--- src/rtl/hmmm_host_loader.sv ---
// hmmm_host_loader: program loader and io bridge for the HMMM CPU; status flags built only with HMMM_HOST_LOADER_STATUS_EN
module hmmm_host_loader #(
    parameter int BOOT_CYCLES = 2
) (
    input  logic        clk,
    input  logic        rst,
    input  logic        load_valid,
    output logic        load_ready,
    input  logic [15:0] load_data,
    input  logic        load_last,
    input  logic        restart,
    output logic        cpu_pgrm_addr,
    output logic        cpu_pgrm_data,
    output logic        cpu_rst,
    input  logic        cpu_read,
    input  logic        cpu_write,
    input  logic        cpu_halt,
    output logic [15:0] io_out,
    output logic        io_oe,
    input  logic [15:0] io_in,
    input  logic        in_valid,
    output logic        in_ready,
    input  logic [15:0] in_data,
    output logic        out_valid,
    input  logic        out_ready,
    output logic [15:0] out_data,
    output logic [2:0]  status
);
    typedef enum logic [2:0] {IDLE, ADDR, DATA, BOOT, RUN, HALTED} state_t;
    state_t state, state_nxt;
    logic [7:0]  addr;
    logic [15:0] word, buf_data, boot_cnt;
    logic        last_q, buf_full, read_q, write_q;
    logic        rd, wr, rd_fall, wr_rise, accept, boot_done;

    assign rd        = cpu_read && state == RUN;
    assign wr        = cpu_write && state == RUN;
    assign rd_fall   = read_q && !rd;
    assign wr_rise   = wr && !write_q;
    assign accept    = state == IDLE && load_valid;
    assign boot_done = boot_cnt == 16'(BOOT_CYCLES - 1);
    assign in_ready  = !buf_full && !rd;

    always_ff @(posedge clk or negedge rst) begin
        if (!rst) state <= IDLE;
        else      state <= state_nxt;
    end

    always_comb begin
        state_nxt     = state;
        load_ready    = 1'b0;
        cpu_pgrm_addr = 1'b0;
        cpu_pgrm_data = 1'b0;
        cpu_rst       = 1'b0;
        io_oe         = 1'b0;
        io_out        = 16'h0000;
        case (state)
            IDLE: begin
                load_ready = 1'b1;
                state_nxt  = load_valid ? ADDR : IDLE;
            end
            ADDR: begin
                cpu_pgrm_addr = 1'b1;
                io_oe         = 1'b1;
                io_out        = {8'h00, addr};
                state_nxt     = DATA;
            end
            DATA: begin
                cpu_pgrm_data = 1'b1;
                io_oe         = 1'b1;
                io_out        = word;
                state_nxt     = last_q ? BOOT : IDLE;
            end
            BOOT: begin
                cpu_rst   = 1'b1;
                state_nxt = boot_done ? RUN : BOOT;
            end
            RUN: begin
                io_oe     = cpu_read;
                io_out    = cpu_read && buf_full ? buf_data : 16'h0000;
                state_nxt = cpu_halt ? HALTED : RUN;
            end
            HALTED:  state_nxt = restart ? IDLE : HALTED;
            default: state_nxt = IDLE;
        endcase
    end

    always_ff @(posedge clk or negedge rst) begin
        if (!rst) begin
            addr      <= 8'h00;
            word      <= 16'h0000;
            last_q    <= 1'b0;
            boot_cnt  <= 16'h0000;
            buf_full  <= 1'b0;
            buf_data  <= 16'h0000;
            read_q    <= 1'b0;
            write_q   <= 1'b0;
            out_valid <= 1'b0;
            out_data  <= 16'h0000;
        end else begin
            read_q  <= rd;
            write_q <= wr;
            if (accept) begin
                word   <= load_data;
                last_q <= load_last;
            end
            if (state == DATA) addr <= addr + 8'd1;
            if (state == BOOT) begin
                addr     <= 8'h00;
                boot_cnt <= boot_done ? 16'h0000 : boot_cnt + 16'd1;
            end
            if (in_valid && in_ready) begin
                buf_full <= 1'b1;
                buf_data <= in_data;
            end else if (rd_fall) begin
                buf_full <= 1'b0;
            end
            if (wr_rise && (!out_valid || out_ready)) begin
                out_data  <= io_in;
                out_valid <= 1'b1;
            end else if (out_valid && out_ready) begin
                out_valid <= 1'b0;
            end
        end
    end

`ifdef HMMM_HOST_LOADER_STATUS_EN
    logic [2:0] flags;
    logic       rd_rise;
    assign rd_rise = rd && !read_q;
    always_ff @(posedge clk or negedge rst) begin
        if (!rst)                          flags <= 3'b000;
        else if (state == HALTED && restart) flags <= 3'b000;
        else flags <= flags | {wr_rise && out_valid && !out_ready,
                               rd_rise && !buf_full,
                               accept && addr == 8'hFF && !load_last};
    end
    assign status = flags;
`else
    assign status = 3'b000;
`endif
endmodule

--- config.mk ---
export PLATFORM = sky130hd
export DESIGN_NAME = hmmm_host_loader
export DESIGN_NICKNAME = d
export VERILOG_FILES = /design/src/rtl/hmmm_host_loader.sv
export SDC_FILE = /design/constraint.sdc
export NUM_CORES = 1
export LEC_CHECK = 0
export ABC_AREA = 1
export CORE_MARGIN = 10
export CORE_UTILIZATION = 45
export DETAILED_ROUTE_END_ITERATION = 16
export GPL_ROUTABILITY_DRIVEN = 0
export PLACE_DENSITY = 0.81
export SETUP_SLACK_MARGIN = 0.15
export SKIP_CTS_REPAIR_TIMING = 1
export SYNTH_ARGS = -nofsm -noshare
export SYNTH_HDL_FRONTEND = slang
export SYNTH_SLANG_ARGS = --single-unit
--- constraint.sdc ---
create_clock -name clk -period 1.7 [get_ports clk]
set_clock_uncertainty 0.15 [all_clocks]
set_input_delay 0.17 -clock clk [delete_from_list [all_inputs] [get_ports clk]]
set_output_delay 0.17 -clock clk [all_outputs]
set_load 0.02 [all_outputs]
==> run metrics <==
final std cells w/o fill between 700 and 800; Post-Syn Area 3860 µm²; First-pass DRT Iterations 5; post-layout util 0.729; Worst Hold End buf_data[0]; Die Y 113 µm; ANT nets after route 0; crit path time final between 2 and 2.5 ns; drt total wl 12400 µm; Final Hold Vio Count 0; Sequential Area between 2000 and 2500 µm²; vias per cell a little over 5; post-synthesis xor/xnor area fraction 0.0182; crit start category register; fmax approximately 500 MHz; All-Layer GR Usage 0.160; setup TNS -5.15 ns; Fillers 553; largest net degree at the start of global routing 81; adder-cell share of the synthesized area 0.00973; H-Tree Depth 3; Wirelength per Cell roughly 17 µm; initial antenna violation count 0; Peak VDD IR ~1 mV; TritonCTS clock tree done; Pwr per Cell Area ~1600 nW/µm²; syn_area_per_cell approximately 8.1 µm²; synthesis-to-finish area growth 56.8%; Crit. End Element output pin; r2r setup slk -0.09 ns; Final Total Pwr approximately 9.6 mW; Clock Sink Count 80; RSZ-0062 raised after global routing yes; Cells after Synth 478; final setup fails 38; switching part of the total power 0.407; Cell variety after synth 32; total die area between 10000 and 15000 µm²; hold path start in_data[0]; Synth Area in Compound Gates 0.108; number of I/O port buffers 96; Max-cap violations 0; Yosys Warn Count 0; Die Width 113 µm; largest family of logic cells by synthesized area simple AND/OR/NAND/NOR gates; vias post-DR roughly 3.7k; DRT iter0 DRCs between 150 and 200; CP arrival roughly 1.7 ns; area of the multi-input gates 1860 µm²; Overflow after GRT 0; CP max FO 9; hpwl dp 7640 µm; Synth Register Bits 80; Placed Cells about 690; violated checks setup timing; internal power ~5.7 mW; Sw Pwr 3.90 mW; combinational fraction of design power 0.517; FP Rows 33; vias in the first global route between 3k and 4k; Placed Area 5170 µm²; global-route wire length before repair about 17000 µm; final worst-path cycle share 1.20; fin area ~6000 µm²; drt drc 0; Crit path required time approximately 1.4 ns; final-report max-slew violation count 0; setup ws final -0.338 ns; Clk pwr share 0.153; leakage between 3 and 4 nW; Clk Latency, worst-skew pair between 0.3 and 0.4 ns; Setup Crit Path Kind register to output pin; R2R cell count 9; Worst Hold Depth 3; Hold WC Path Type input port to register; Clock transition at path regs approximately 0.090 ns; CTS Buf Count 9; nets@finish ~680; Synth Area in Simple Gates 0.244; status finished, violations left; boundary pin count 100; Core Region around 8300 µm²; post-synthesis sequential area ratio 0.519; proportion of synthesized area in mux cells 0; CTS Buffer Depth 2; root buffer cell clkbuf_8; layout cells sized above 1 0.253; sequential share of power 0.330; reg-to-reg endpoint buf_data[13]; Initial Util 0.465; Ant. Diodes 0; Worst R2R Start state[2]
layer usage:
metal | up-vias | part of all wire | track usage
li1 | 1772 | - | -
met1 | 1788 | 0.38 | 0.182
met2 | 168 | 0.51 | 0.267
met3 | 19 | 0.090 | 0.0650
met4 | 0 | 0.017 | 0.0491
met5 | - | 0 | 0
worst max-delay path: stages (launching register included):
cell     delay, ns
dfrtp_1       0.41
buf_4         0.17
nand2_4       0.09
nor2_4        0.05
buf_12        0.14
a22oi_1       0.20
o21ai_1       0.12
buf_4         0.17
final cells by class:
| type | instances | area share |
|---|---|---|
| Sequential cell | 80 | 0.331 |
| Multi-Input combinational cell | 306 | 0.307 |
| Clock buffer | 11 | 0.0234 |
| Timing Repair Buffer | 141 | 0.258 |
| Tap cell | 105 | 0.0217 |
| Inverter | 78 | 0.0488 |
| Clock inverter | 5 | 0.0103 |
cell usage after synthesis:
library cell / instances / area share
a21oi_1: 5 / 0.0065
a22o_1: 8 / 0.018
a22oi_1: 8 / 0.016
a31oi_1: 1 / 0.0016
buf_2: 7 / 0.0091
buf_4: 5 / 0.0097
clkbuf_1: 3 / 0.0029
clkbuf_2: 2 / 0.0026
conb_1: 1 / 0.00097
dfrtp_1: 80 / 0.52
ha_1: 3 / 0.0097
inv_1: 77 / 0.075
inv_2: 1 / 0.00097
nand2_1: 127 / 0.12
nand2_2: 4 / 0.0065
nand3_1: 37 / 0.048
nand3_2: 1 / 0.0026
nand3b_1: 2 / 0.0039
nand3b_2: 1 / 0.0029
nand4_1: 3 / 0.0049
nor2_1: 36 / 0.035
nor2_2: 4 / 0.0065
nor2_4: 1 / 0.0029
nor3_1: 1 / 0.0013
nor3_4: 1 / 0.0042
nor3b_1: 1 / 0.0019
o211ai_1: 1 / 0.0019
o21ai_0: 44 / 0.057
o21ai_1: 3 / 0.0039
o22ai_1: 2 / 0.0032
xnor2_1: 2 / 0.0045
xor2_1: 6 / 0.014
power by group through the flow:
stage / registers, mW / logic [mW] / clock network (mW)
floorplan: 3.23 / 1.83 / 0
global placement: 3.05 / 3.68 / 0
CTS: 3.04 / 3.81 / 1.47
detailed placement: 3.06 / 3.81 / 0
finish: 3.16 / 4.94 / 1.47
global route: 3.23 / 5.31 / 1.57
placed cells by master, fill, tap and decap left out, types with 3 or more instances in the layout:
master           count
a21oi_1              4
a22o_1               5
a22o_4               3
a22oi_2              6
buf_12               6
buf_4               25
buf_6               27
buf_8                6
clkbuf_16            3
clkbuf_8            10
clkdlybuf4s50_1     56
conb_1               3
dfrtp_1             78
dlymetal6s2s_1      17
inv_1               73
inv_2                4
nand2_1            115
nand2_2              6
nand2_4              8
nand2_8              3
nand3_1             22
nand3_2             15
nand4_1              3
nor2_1              27
nor2_2               5
nor2_4               9
o21ai_0             19
o21ai_1             22
o21ai_2              6
xor2_1               6
metrics by stage:
stage | hold slack, ns | setup slack, ns
final | 0.197 | -0.338
after detailed placement | 0.0824 | -0.436
after CTS | -0.308 | -0.746
after global routing | 0.194 | -0.405
after floorplan | -0.276 | 0.0844
after global placement | 0.0808 | -0.431
cells by family (layout without fill, tap and decap cells):
kind of cell | Yosys count | after routing
AOI/OAI and AO/OA | 72 | 72
DFF | 80 | 80
buffers and inverters | 95 | 235
adders and majority gates | 3 | 3
other | 1 | 3
xor gates and xnor gates | 8 | 8
and+or+nand+nor | 219 | 220
registers in the layout (all words and copies together), names as in the netlist:
| name | count |
|---|---|
| addr | 8 |
| boot_cnt | 16 |
| buf_data | 16 |
| buf_full | 1 |
| last_q | 1 |
| out_data | 16 |
| out_valid | 1 |
| read_q | 1 |
| state | 3 |
| word | 16 |
| write_q | 1 |
worst max-delay path by stage:
| stage | start | endpoint | slack (ns) | cells past startpoint |
|---|---|---|---|---|
| after floorplan | state[2] | io_out[1] | 0.08 | 6 |
| after global placement | cpu_read | io_out[8] | -0.43 | 6 |
| after detailed placement | cpu_read | io_out[8] | -0.44 | 6 |
| after CTS | state[0] | io_out[8] | -0.75 | 5 |
| after global routing | state[2] | io_out[1] | -0.41 | 7 |
| final | state[2] | io_out[1] | -0.34 | 7 |
(Power assumes the default switching activity.)
